==> config.mk <==
export PLATFORM = sky130hd
export DESIGN_NAME = td4_prog_loader_flat
export DESIGN_NICKNAME = d
export VERILOG_FILES = /design/src/rtl/td4_pkg.sv /design/src/rtl/td4_prog_loader_if.sv /design/src/rtl/td4_insn_encode.sv /design/src/rtl/td4_prog_loader.sv /design/src/flat_wrapper.sv
export SDC_FILE = /design/constraint.sdc
export NUM_CORES = 1
export LEC_CHECK = 0
export ABC_AREA = 1
export CAP_MARGIN = 20
export CORE_UTILIZATION = 59
export CTS_BUF_LIST = sky130_fd_sc_hd__clkbuf_4
export CTS_CLUSTER_SIZE = 14
export DETAILED_ROUTE_END_ITERATION = 12
export DONT_BUFFER_PORTS = 1
export GPL_TIMING_DRIVEN = 0
export PLACE_DENSITY = 0.77
export SLEW_MARGIN = 20
export SYNTH_ARGS = -nofsm -noshare
export SYNTH_HDL_FRONTEND = slang
export SYNTH_SLANG_ARGS = --single-unit
==> constraint.sdc <==
create_clock -name clk -period 3.3 [get_ports clk]
set_input_delay 0.825 -clock clk [delete_from_list [all_inputs] [get_ports clk]]
set_output_delay 0.825 -clock clk [all_outputs]
set_load 0.02 [all_outputs]
==> src/rtl/td4_pkg.sv <==
// Shared constants for the TD4 program loader: opcodes, field codes,
// error codes and loader FSM states.
package td4_pkg;

  localparam int ADDR_W = 4;
  localparam int WORD_W = 8;

  localparam logic [3:0] OP_ADD_A_IM = 4'b0000;
  localparam logic [3:0] OP_MOV_A_B  = 4'b0001;
  localparam logic [3:0] OP_IN_A     = 4'b0010;
  localparam logic [3:0] OP_MOV_A_IM = 4'b0011;
  localparam logic [3:0] OP_MOV_B_A  = 4'b0100;
  localparam logic [3:0] OP_ADD_B_IM = 4'b0101;
  localparam logic [3:0] OP_IN_B     = 4'b0110;
  localparam logic [3:0] OP_MOV_B_IM = 4'b0111;
  localparam logic [3:0] OP_OUT_B    = 4'b1001;
  localparam logic [3:0] OP_OUT_IM   = 4'b1011;
  localparam logic [3:0] OP_JNC      = 4'b1110;
  localparam logic [3:0] OP_JMP      = 4'b1111;

  localparam logic [2:0] MN_ADD = 3'd0;
  localparam logic [2:0] MN_MOV = 3'd1;
  localparam logic [2:0] MN_IN  = 3'd2;
  localparam logic [2:0] MN_OUT = 3'd3;
  localparam logic [2:0] MN_JMP = 3'd4;
  localparam logic [2:0] MN_JNC = 3'd5;

  localparam logic       DST_A = 1'b0;
  localparam logic       DST_B = 1'b1;

  localparam logic [1:0] SRC_IMM = 2'd0;
  localparam logic [1:0] SRC_A   = 2'd1;
  localparam logic [1:0] SRC_B   = 2'd2;

  typedef enum logic [1:0] {
    ERR_NONE     = 2'd0,
    ERR_ILLEGAL  = 2'd1,
    ERR_OVERFLOW = 2'd2,
    ERR_VERIFY   = 2'd3
  } err_e;

  typedef enum logic [2:0] {
    S_IDLE   = 3'd0,
    S_RUN    = 3'd1,
    S_WRITE  = 3'd2,
    S_VERIFY = 3'd3,
    S_DONE   = 3'd4,
    S_ERROR  = 3'd5
  } state_e;

endpackage

==> src/rtl/td4_prog_loader_if.sv <==
// Host instruction stream, status and program memory write port of the loader.
interface td4_prog_loader_if;

  logic       start;
  logic       in_valid;
  logic       in_ready;
  logic [2:0] in_mn;
  logic       in_dst;
  logic [1:0] in_src;
  logic [3:0] in_imm;
  logic       in_last;
  logic       prog_we;
  logic [3:0] prog_addr;
  logic [7:0] prog_wdata;
  logic [7:0] prog_rdata;
  logic       busy;
  logic       done;
  logic       error;
  logic [1:0] err_code;
  logic [4:0] word_count;

  modport slave (
    input  start, in_valid, in_mn, in_dst, in_src, in_imm, in_last, prog_rdata,
    output in_ready, prog_we, prog_addr, prog_wdata, busy, done, error, err_code, word_count
  );

  modport master (
    output start, in_valid, in_mn, in_dst, in_src, in_imm, in_last, prog_rdata,
    input  in_ready, prog_we, prog_addr, prog_wdata, busy, done, error, err_code, word_count
  );

endinterface

==> src/rtl/td4_insn_encode.sv <==
// Combinational TD4 assembler: symbolic fields -> {opcode, imm} word plus illegal flag.
module td4_insn_encode
  import td4_pkg::*;
(
  input  logic [2:0] mn_i,
  input  logic       dst_i,
  input  logic [1:0] src_i,
  input  logic [3:0] imm_i,
  output logic [7:0] word_o,
  output logic       illegal_o
);

  logic [3:0] op;
  logic       use_imm;

  always_comb begin
    op        = 4'b0000;
    use_imm   = 1'b0;
    illegal_o = 1'b0;
    case (mn_i)
      MN_ADD: begin
        if (src_i == SRC_IMM) begin
          op      = (dst_i == DST_B) ? OP_ADD_B_IM : OP_ADD_A_IM;
          use_imm = 1'b1;
        end else begin
          illegal_o = 1'b1;
        end
      end
      MN_MOV: begin
        if (src_i == SRC_IMM) begin
          op      = (dst_i == DST_B) ? OP_MOV_B_IM : OP_MOV_A_IM;
          use_imm = 1'b1;
        end else if (src_i == SRC_B && dst_i == DST_A) begin
          op = OP_MOV_A_B;
        end else if (src_i == SRC_A && dst_i == DST_B) begin
          op = OP_MOV_B_A;
        end else begin
          illegal_o = 1'b1;
        end
      end
      MN_IN: op = (dst_i == DST_B) ? OP_IN_B : OP_IN_A;
      MN_OUT: begin
        if (src_i == SRC_B) begin
          op = OP_OUT_B;
        end else if (src_i == SRC_IMM) begin
          op      = OP_OUT_IM;
          use_imm = 1'b1;
        end else begin
          illegal_o = 1'b1;
        end
      end
      MN_JMP, MN_JNC: begin
        if (src_i == SRC_IMM) begin
          op      = (mn_i == MN_JMP) ? OP_JMP : OP_JNC;
          use_imm = 1'b1;
        end else begin
          illegal_o = 1'b1;
        end
      end
      default: illegal_o = 1'b1;
    endcase
  end

  // Register-only forms carry a zero immediate field.
  assign word_o = {op, (use_imm ? imm_i : 4'h0)};

endmodule

==> src/rtl/td4_prog_loader.sv <==
// Encodes a stream of TD4 instructions and writes them to program memory from address 0.
// Optional TD4_VERIFY_EN adds a read-back compare state after every write.
module td4_prog_loader
  import td4_pkg::*;
#(
  parameter int DEPTH = 16
) (
  input  logic            clk,
  input  logic            rst_n,
  td4_prog_loader_if.slave bus
);

  localparam logic [3:0] LAST_ADDR = 4'(DEPTH - 1);

  state_e     state_q, state_d;
  logic [3:0] addr_q, addr_d;
  logic [4:0] cnt_q, cnt_d;
  logic [7:0] word_q, word_d;
  logic       last_q, last_d;
  err_e       err_q, err_d;
  logic [7:0] enc_word;
  logic       enc_illegal;
  logic       commit;

  td4_insn_encode u_encode (
    .mn_i     (bus.in_mn),
    .dst_i    (bus.in_dst),
    .src_i    (bus.in_src),
    .imm_i    (bus.in_imm),
    .word_o   (enc_word),
    .illegal_o(enc_illegal)
  );

`ifndef TD4_VERIFY_EN
  logic unused_rdata;
  assign unused_rdata = ^bus.prog_rdata;
`endif

  always_ff @(posedge clk) begin
    if (!rst_n) begin
      state_q <= S_IDLE;
      addr_q  <= '0;
      cnt_q   <= '0;
      word_q  <= '0;
      last_q  <= 1'b0;
      err_q   <= ERR_NONE;
    end else begin
      state_q <= state_d;
      addr_q  <= addr_d;
      cnt_q   <= cnt_d;
      word_q  <= word_d;
      last_q  <= last_d;
      err_q   <= err_d;
    end
  end

  always_comb begin
    state_d = state_q;
    addr_d  = addr_q;
    cnt_d   = cnt_q;
    word_d  = word_q;
    last_d  = last_q;
    err_d   = err_q;
    commit  = 1'b0;
    if (bus.start) begin
      state_d = S_RUN;
      addr_d  = '0;
      cnt_d   = '0;
      err_d   = ERR_NONE;
    end else begin
      case (state_q)
        S_RUN: begin
          if (bus.in_valid) begin
            if (enc_illegal) begin
              state_d = S_ERROR;
              err_d   = ERR_ILLEGAL;
            end else begin
              word_d  = enc_word;
              last_d  = bus.in_last;
              state_d = S_WRITE;
            end
          end
        end
        S_WRITE: begin
          cnt_d = cnt_q + 5'd1;
`ifdef TD4_VERIFY_EN
          state_d = S_VERIFY;
`else
          commit = 1'b1;
`endif
        end
`ifdef TD4_VERIFY_EN
        S_VERIFY: begin
          if (bus.prog_rdata != word_q) begin
            state_d = S_ERROR;
            err_d   = ERR_VERIFY;
          end else begin
            commit = 1'b1;
          end
        end
`endif
        default: ;
      endcase
      // A stored word either finishes the program, overflows the memory or advances.
      if (commit) begin
        if (last_q) begin
          state_d = S_DONE;
        end else if (addr_q == LAST_ADDR) begin
          state_d = S_ERROR;
          err_d   = ERR_OVERFLOW;
        end else begin
          addr_d  = addr_q + 4'd1;
          state_d = S_RUN;
        end
      end
    end
  end

  always_comb begin
    bus.in_ready   = (state_q == S_RUN) && !bus.start;
    bus.prog_we    = (state_q == S_WRITE);
    bus.prog_addr  = addr_q;
    bus.prog_wdata = word_q;
    bus.busy       = (state_q == S_RUN) || (state_q == S_WRITE) || (state_q == S_VERIFY);
    bus.done       = (state_q == S_DONE);
    bus.error      = (state_q == S_ERROR);
    bus.err_code   = err_q;
    bus.word_count = cnt_q;
  end

endmodule

==> src/flat_wrapper.sv <==
// flat-port wrapper written by rule: the top's interface ports become plain ports
module td4_prog_loader_flat import td4_pkg::*;
#(
  parameter int DEPTH = 16
)
  (clk, rst_n, bus_start, bus_in_valid, bus_in_mn, bus_in_dst, bus_in_src, bus_in_imm, bus_in_last, bus_prog_rdata, bus_in_ready, bus_prog_we, bus_prog_addr, bus_prog_wdata, bus_busy, bus_done, bus_error, bus_err_code, bus_word_count);
  td4_prog_loader_if bus_i ();
  input  logic clk;
  input  logic rst_n;
  input wire logic [$bits(bus_i.start)-1:0] bus_start;
  input wire logic [$bits(bus_i.in_valid)-1:0] bus_in_valid;
  input wire logic [$bits(bus_i.in_mn)-1:0] bus_in_mn;
  input wire logic [$bits(bus_i.in_dst)-1:0] bus_in_dst;
  input wire logic [$bits(bus_i.in_src)-1:0] bus_in_src;
  input wire logic [$bits(bus_i.in_imm)-1:0] bus_in_imm;
  input wire logic [$bits(bus_i.in_last)-1:0] bus_in_last;
  input wire logic [$bits(bus_i.prog_rdata)-1:0] bus_prog_rdata;
  output wire logic [$bits(bus_i.in_ready)-1:0] bus_in_ready;
  output wire logic [$bits(bus_i.prog_we)-1:0] bus_prog_we;
  output wire logic [$bits(bus_i.prog_addr)-1:0] bus_prog_addr;
  output wire logic [$bits(bus_i.prog_wdata)-1:0] bus_prog_wdata;
  output wire logic [$bits(bus_i.busy)-1:0] bus_busy;
  output wire logic [$bits(bus_i.done)-1:0] bus_done;
  output wire logic [$bits(bus_i.error)-1:0] bus_error;
  output wire logic [$bits(bus_i.err_code)-1:0] bus_err_code;
  output wire logic [$bits(bus_i.word_count)-1:0] bus_word_count;
  assign bus_i.start = bus_start;
  assign bus_i.in_valid = bus_in_valid;
  assign bus_i.in_mn = bus_in_mn;
  assign bus_i.in_dst = bus_in_dst;
  assign bus_i.in_src = bus_in_src;
  assign bus_i.in_imm = bus_in_imm;
  assign bus_i.in_last = bus_in_last;
  assign bus_i.prog_rdata = bus_prog_rdata;
  assign bus_in_ready = bus_i.in_ready;
  assign bus_prog_we = bus_i.prog_we;
  assign bus_prog_addr = bus_i.prog_addr;
  assign bus_prog_wdata = bus_i.prog_wdata;
  assign bus_busy = bus_i.busy;
  assign bus_done = bus_i.done;
  assign bus_error = bus_i.error;
  assign bus_err_code = bus_i.err_code;
  assign bus_word_count = bus_i.word_count;
  td4_prog_loader #(.DEPTH(DEPTH)) u_core (.clk(clk), .rst_n(rst_n), .bus(bus_i));
endmodule
# --- Word-level counts from Yosys, hierarchy flattened ---
# Index checks and enable logic that the tools add are counted.
# Widths: inputs -> output; s select.
word_totals:
  reg_bits: 23
  in_bits: 23
  out_inout_bits: 24
  elab_cells: 85
classes:
  addsub: 2
  eq_ne: 13
  muxes: 37
  bitwise_logic: 6
  reduce_logical: 20
op_table:
  columns: ["cell", "count"]
  rows:
  - ["$mux 3", 13]
  - ["$pmux 4 s5", 1]
  - ["$mux 4", 4]
  - ["$eq 3x2->1 const B", 4]
  - ["$eq 3x3->1 const B", 4]
  - ["$mux 2", 6]
  - ["$mux 1", 11]
  - ["$eq 3x1->1 const B", 2]
  - ["$not 1->1", 6]
  - ["$reduce_bool 3->1", 2]
  - ["$add 5x1->5 const B", 1]
  - ["$add 4x1->4 const B", 1]
  - ["$eq 4x4->1 const B", 1]
  - ["$pmux 1 s4", 1]
  - ["$reduce_and 2->1", 2]
  - ["$reduce_and 4->1", 1]
  - ["$reduce_bool 2->1", 2]
  - ["$reduce_or 2->1", 2]
  - ["$reduce_or 4->1", 1]
  - ["$logic_and 1x1->1", 3]
  - ["$logic_not 3->1", 1]
  - ["$reduce_and 3->1", 1]
  - ["$reduce_or 3->1", 1]
  - ["$eq 2x1->1 const B", 1]
  - ["5 further kinds", 6]

# --- Depth between registers and ports, before layout ---
# Gate-level depths: netlist of the first run.
depth:
  ltp_word: 12
  depth_mapped: 10
  depth_no_buf: 9

# --- Modules after synthesis ---
# A second synthesis of the first run with hierarchy kept.
unflattened:
  cells_unflattened: 190
  area_unflattened_um2: 1258.7
modules_own_cells:
  columns: ["mod", "instances", "cells_per_inst", "area_per_inst_um2", "seq_area_each_um2"]
  rows:
  - ["td4_prog_loader", 1, 137, 1024.7, 460.4]
  - ["td4_insn_encode", 1, 53, 234.0, 0.0]

# --- Least setup slack after synthesis of the first run ---
# OpenSTA, ideal clock, no wires.
synth_path:
  path_type: "input-to-output"
  start: "input port bus_start"
  end: "output port bus_in_ready"
  t_arrival_ps: 1452
  required_time_ps: 2475
  path_slack_ps: 1023
  stages: 1
  n_path_buf: 0
  path_cell_list: "nor4_1"
synth_via:
  elab_chain_cells: 2
synth_lines:
  columns: ["element", "line", "source"]
  rows:
  - ["start: declaration", "flat_wrapper.sv:10", "input wire logic [$bits(bus_i.start)-1:0] bus_start;"]
  - ["$logic_not 1->1", "td4_prog_loader.sv:120", "bus.in_ready = (state_q == S_RUN) && !bus.start;"]
  - ["$logic_and 1x1->1", "td4_prog_loader.sv:120", null]
  - ["end: declaration", "flat_wrapper.sv:18", "output wire logic [$bits(bus_i.in_ready)-1:0] bus_in_ready;"]
# No other way between the ends.

# --- Worst setup path after layout of the first run ---
layout_path:
  start: "register u_core.state_q[0]"
  end: "output port bus_in_ready"
layout_via:
  elab_chain_cells: 2
layout_lines:
  columns: ["element", "line", "source"]
  rows:
  - ["start: declaration", "td4_prog_loader.sv:15", "state_e state_q, state_d;"]
  - ["start signal: assignment", "td4_prog_loader.sv:48", "state_q <= state_d;"]
  - ["$eq 3x1->1", "td4_prog_loader.sv:120", null]
  - ["$logic_and 1x1->1", "td4_prog_loader.sv:120", null]
# No other way between the ends.

==> results of run 1 <==
-- layout make-up --
type                       count  share of cell area
multi-input combinational    119               0.489
sequential                    23               0.374
inverter                      24              0.0732
tap                           25              0.0254
clock buffer                   4              0.0244
buffer                         3              0.0142
-- final timing paths --
path	startpoint	to	depth (start not counted)	slack (ns)
setup reg to reg	u_core.state_q[1]$_SDFFE_PP0P_	u_core.bus.prog_addr[1]$_SDFFE_PP0P_	7	1.73
hold reg to reg	u_core.last_q$_SDFFE_PN0P_	u_core.last_q$_SDFFE_PN0P_	2	0.47
hold / removal	u_core.last_q$_SDFFE_PN0P_	u_core.last_q$_SDFFE_PN0P_	2	0.47
setup / recovery	u_core.state_q[0]$_SDFFE_PN0P_	bus_in_ready	2	0.84
-- per-layer routing --
layer	up-vias	part of all wire
met5	-	0
met4	0	0.013
met3	5	0.064
met2	31	0.47
met1	478	0.46
li1	570	-
-- cell families (layout without fill, tap and decap cells) --
kind of cell	count (synthesis)	in the layout	share of synthesized area
flops	23	23	0.394
simple gates	79	79	0.324
fa+ha+maj	2	2	0.0214
buf+inv	27	31	0.0920
compound gates	38	38	0.169
-- registers in the layout (all words and copies together) (netlist names) --
signal	count
u_core.bus.err_code	2
u_core.last_q	1
u_core.state_q	3
u_core.bus.prog_wdata	8
u_core.bus.prog_addr	4
u_core.bus.word_count	5
-- metrics by stage --
| step | total power [W] | utilization | worst slack [ns] | cells |
|---|---|---|---|---|
| floorplan | 0.000340 | - | 1.02 | 169 |
| global placement | 0.000348 | 0.674 | 0.935 | 194 |
| detailed placement | 0.000350 | 0.674 | 0.943 | 194 |
| CTS | 0.000477 | 0.691 | 0.830 | 198 |
| global route | 0.000499 | 0.691 | 0.732 | 198 |
| finish | 0.000475 | 0.691 | 0.840 | 198 |
-- worst min-delay path, stage by stage, from the launching register on --
cell and delay, ns:
dfxtp_1 0.33, nand2_1 0.06, a21oi_1 0.05
-- power groups by stage --
stage          clock, W  sequential [W]  combinational (W)
2_1_floorplan         0        0.000294          0.0000454
3_3_place_gp          0        0.000295          0.0000529
3_5_place_dp          0        0.000295          0.0000548
4_1_cts        0.000133        0.000289          0.0000550
5_1_grt        0.000145        0.000290          0.0000646
6_report       0.000131        0.000289          0.0000550
-- synth_stat cells, types with 3 or more instances --
master    n  area, um^2
a21oi_1  22         110
nor2_2    3        18.8
nand4_1   9        56.3
nand2_1  36         135
nor3_1    4        20.0
inv_2     3        11.3
nor2_1   13        48.8
nand3_1   9        45.0
o21ai_0   6        30.0
o21ai_1   6        30.0
inv_1    20        75.1
dfxtp_1  23         460
==> impl_metrics.csv, run 1 <==
group,metric,value,unit
run_status,outcome,"finished clean",
timing,slew_violations,0,
pwr,ir_worst_vdd,0.232,mV
clock_network,cts_setup_buffers,0,
drt,firstDrtPassIters,4,
run,drv_cap,0,
floorplan,die_h,46.5,um
timing,fin_hold_ws,0.474,ns
synth,yosysWarnings,0,
finish,diodes,0,
timing,finalCriticalPeriod,2.46,ns
global_route,grt.met3_usage,0.0627,
place,dp_hpwl,1810,um
finish,layout_commonest_cell,"nand2_1",
clock_network,cts_max_level,1,
place,place_area,1200,um^2
synth,synth_nets,194,
synth,synth_ff_type,"dfxtp_1",
clock_network,cts-root-buf,"clkbuf_4",
floorplan,die-area,2170,um^2
finish,synthToLayoutAreaGrowth,5.24,%
synth,synth-async-reset-ratio,0,
drt,ant_nets,0,
global_route,grtUsageTotal,0.243,
floorplan,ios,47,
pwr,pwr-share-clk,0.276,
worst_setup_path,slowest_stage,"nor4_1",
pwr,p_sw,0.000121,W
synth,synth_area,1170,um^2
worst_setup_path,cpLargestDelayFamily,"simple AND/OR/NAND/NOR gates",
timing,setup_violations,0,
finish,design_area,1230,um^2
timing,slew_headroom,0.369,
drt,vias,1084,
pwr,pwr-share-comb,0.116,
synth,synth_seq_area_share,0.394,
worst_setup_path,end_kind,"output port",
global_route,grt_use_met1,0.290,
finish,register_area,460,um^2
worst_setup_path,path_class,"reg -> out",
worst_setup_path,cp.required,2.47,ns
clock_network,cts_tree,"built",
drt,wl_per_cell,11.6,um
worst_setup_path,critPathArrivalTime,1.63,ns
place,io_buffer_count,0,
drt,drc_errors,0,
clock_network,clk_path_buf_depth,2,
finish,drive_above_1_share,0.0983,
worst_setup_path,cp_max_fo,5,
worst_setup_path,worst-path-buf-inv,1,
pwr,power_per_cell_area,386,nW/um^2
pwr,leakage,0.485,nW
drt,drt-initial-drc-count,14,
finish,final_cell_mix,"nand2_1, dfxtp_1, a21oi_1",
finish,multi_input_area,602,um^2
global_route,grt_use_met2,0.411,
timing,setup_tns,0,ns
synth,ys_types,24,
clock_network,clkLatencyLatePin,0.30,ns
floorplan,rows,15,
floorplan,floorplan.initialDensity,0.656,
global_route,grt_pass1_wl,3790,um
timing,final.period_utilization,0.745,
pwr,p_int,0.000354,W
synth,ys_ff_latch,23,
timing,finalHoldViolCount,0,
synth,synth_edf_count,0,
pwr,swShare,0.255,
pwr,p_seq_frac,0.608,
floorplan,coreArea,1780,um^2
global_route,busiest_layer,"met2",
global_route,antenna_found_initial,0,
worst_setup_path,max_stage_delay,0.78,ns
clock_network,numCtsBuffers,3,
timing,tightest_slew,0.937,ns
floorplan,die_x,46.5,um
worst_setup_path,cp-start-kind,"flip-flop",
clock_network,clk_pin_slew,0.11,ns
drt,drt-total-wl,2310,um
global_route,overflow,0,
drt,via_per_inst,5.47,
synth,avgSynthCellArea,6.92,um^2
finish,nFillCells,162,
clock_network,postCtsResizedCells,0,
global_route,grt_pass1_vias,973,
place,gp_congestion,0.808,
worst_setup_path,path_cells,"inv_1, nor4_1",
finish,nets,199,
clock_network,ctsHoldBuffers,0,
timing,finalClockSkew,0.000884,ns
worst_hold_path,hold_class,"reg -> reg",
global_route,grt_max_degree,13,
timing,fmax,407,MHz
clock_network,cts_sinks,23,
timing,rsz0062_at_grt,"no",
synth,synth_cells,169,
Power figures use the tool's default switching activity.
==> run 2: changes to the inputs <==
--- a/config.mk
+++ b/config.mk
@@ -7,13 +7,13 @@
 export LEC_CHECK = 0
 export ABC_AREA = 1
 export CAP_MARGIN = 20
-export CORE_UTILIZATION = 59
+export CORE_UTILIZATION = 58
 export CTS_BUF_LIST = sky130_fd_sc_hd__clkbuf_4
 export CTS_CLUSTER_SIZE = 14
 export DETAILED_ROUTE_END_ITERATION = 12
 export DONT_BUFFER_PORTS = 1
 export GPL_TIMING_DRIVEN = 0
-export PLACE_DENSITY = 0.77
+export PLACE_DENSITY = 0.78
 export SLEW_MARGIN = 20
 export SYNTH_ARGS = -nofsm -noshare
 export SYNTH_HDL_FRONTEND = slang
==> constraint.sdc (replaced) <==
create_clock -name clk -period 2.1 [get_ports clk]
set_input_delay 0.525 -clock clk [delete_from_list [all_inputs] [get_ports clk]]
set_output_delay 0.525 -clock clk [all_outputs]
set_load 0.02 [all_outputs]
==> run 2 against run 1 <==
Effect of this change:
- clock power grew 58%
- clock skew grew 0.0011 ns
- sequential cell count is the same
- global-route usage shrank 1.6 points
- cell count is the same
- routed wire length grew 2.7%
- critical path depth is the same
- via count grew 0.18%
- register-to-register slack lost 1.3 ns
- first-iteration DRC count grew 43%
- non-clock buffer count is the same
- critical endpoint is now bus_error
- highest routed layer unchanged
==> impl_metrics.csv, run 2 (synthesis gave the netlist of run 1 again) <==
group,metric,value,unit
worst_hold_path,hold_path_depth,2,
clock_network,clkLatencyLatePin,0.30,ns
timing,final.period_utilization,0.932,
clock_network,cts_sinks,23,
finish,nets,199,
drt,ant_nets,0,
worst_setup_path,worstReg2RegStart,"u_core.state_q[1]$_SDFFE_PP0P_",
timing,finalHoldViolCount,0,
worst_setup_path,r2r_cells,7,
worst_setup_path,critPathArrivalTime,1.43,ns
finish,register_area,460,um^2
floorplan,floorplan.initialDensity,0.649,
finish,multi_input_area,608,um^2
clock_network,cts_setup_buffers,0,
global_route,grt_pass1_wl,3610,um
floorplan,rows,15,
worst_hold_path,hold_class,"in -> reg",
worst_setup_path,worst-r2r-setup-slack,0.48,ns
finish,final_cell_mix,"nand2_1, dfxtp_1, a21oi_1",
floorplan,coreArea,1800,um^2
worst_setup_path,cp.required,1.57,ns
finish,nFillCells,170,
place,io_buffer_count,0,
timing,tightest_slew,0.674,ns
finish,synthToLayoutAreaGrowth,5.78,%
pwr,power_per_cell_area,605,nW/um^2
floorplan,die-area,2200,um^2
timing,fin_hold_ws,0.336,ns
clock_network,clk_path_buf_depth,2,
timing,slew_headroom,0.547,
drt,wl_met2,1120,um
place,gp_congestion,0.828,
global_route,grt_max_degree,13,
run,drv_cap,0,
worst_setup_path,cp_max_fo,5,
global_route,grt_pass1_vias,947,
floorplan,ios,47,
clock_network,cts_tree,"built",
drt,drc_errors,0,
drt,firstDrtPassIters,6,
finish,largest_register_ffs,8,
drt,wl_per_cell,12.0,um
clock_network,clk_pin_slew,0.12,ns
worst_setup_path,cp-start-kind,"flip-flop",
finish,layout_commonest_cell,"nand2_1",
drt,met1_length,1040,um
pwr,leakage,0.486,nW
clock_network,cts_max_level,1,
timing,setup_tns,0,ns
worst_setup_path,startpoint,"u_core.state_q[0]$_SDFFE_PN0P_",
worst_hold_path,hp-start,"rst_n",
worst_setup_path,path_class,"reg -> out",
timing,worst_slack,0.143,ns
drt,drt-total-wl,2370,um
global_route,antenna_found_initial,0,
timing,setup_violations,0,
timing,fmax,511,MHz
drt,routed-wl-met3,196,um
global_route,grtUsageTotal,0.227,
run_status,outcome,"finished clean",
drt,drt-initial-drc-count,20,
finish,diodes,0,
place,dp_hpwl,1890,um
pwr,ir_worst_vdd,0.301,mV
place,pre_cts_ws,0.269,ns
timing,finalClockSkew,0.00198,ns
clock_network,cts-root-buf,"clkbuf_4",
drt,vias,1086,
timing,rsz0062_at_grt,"no",
timing,slew_violations,0,
drt,maxUsedRoutingLayer,"met4",
floorplan,die_h,46.9,um
timing,finalCriticalPeriod,1.96,ns
pwr,power,0.000749,W
global_route,overflow,0,
drt,via_per_inst,5.48,
floorplan,die_x,46.9,um
clock_network,numCtsBuffers,3,
worst_setup_path,end_kind,"output port",
finish,drive_above_1_share,0.104,
==> run 2: cell counts in the layout (fill, tap and decap cells not counted) <==
No cell type changed its count.
==> run 2: layout make-up <==
| class | count | share of cell area |
|---|---|---|
| Tap cell | 25 | 0.0253 |
| Buffer | 3 | 0.0142 |
| Sequential cell | 23 | 0.372 |
| Clock buffer | 4 | 0.0243 |
| Inverter | 24 | 0.0728 |
| Multi-Input combinational cell | 119 | 0.491 |
==> run 2: worst paths after layout <==
| path | endpoint |
|---|---|
| worst max-delay path | bus_error |
| worst min-delay path | u_core.bus.prog_wdata[4]$_SDFFE_PN0P_ |
| worst max register to register | u_core.bus.prog_addr[3]$_SDFFE_PP0P_ |
| worst min register to register | u_core.last_q$_SDFFE_PN0P_ |
==> run 2: report_power, final <==
part / total, W / switching [W] / internal [W]
Sequential: 0.000454 / 0.0000115 / 0.000443
Clock: 0.000207 / 0.000121 / 0.0000869
Combinational: 0.0000871 / 0.0000600 / 0.0000271
Total: 0.000749 / 0.000192 / 0.000557
==> run 2: worst max-delay path, cell delays in order (launching register included) <==
cell and delay (ns):
dfxtp_1 0.45, inv_1 0.11, nor3_1 0.57
==> run 2: through the flow <==
stage          std cells  instance area, um^2  utilization
2_1_floorplan        169                 1170            -
3_3_place_gp         194                 1200        0.667
4_1_cts              198                 1240        0.687
3_5_place_dp         194                 1200        0.667
5_1_grt              198                 1240        0.687
6_report             198                 1240        0.687
==> run 2: metal layers <==
layer / GRT usage / vias to the layer above
met4: 0.0571 / 0
met1: 0.289 / 471
met5: 0 / -
li1: - / 570
met2: 0.386 / 43
met3: 0.0538 / 2
==> run 2: repair_timing <==
item,4_1_cts,5_1_grt
setup endpoints to repair,1,0
gates resized for setup,1,0
hold buffers,0,0
==> run 3: changes to the inputs <==
==> constraint.sdc (replaced) <==
create_clock -name clk -period 2.1 [get_ports clk]
set_input_delay 0.42 -clock clk [delete_from_list [all_inputs] [get_ports clk]]
set_output_delay 0.42 -clock clk [all_outputs]
set_load 0.02 [all_outputs]
==> results of run 3 <==
The final DEF is identical to that of run 2. Status: finished clean.
Main changes from that run: setup slack after placement 0.269 ns -> 0.374 ns; number of gates resized after CTS 1 -> 0; met1 usage 0.289 -> 0.287; met2 usage 0.386 -> 0.389; setup slack after layout 0.143 ns -> 0.248 ns; hold slack 0.336 ns -> 0.231 ns
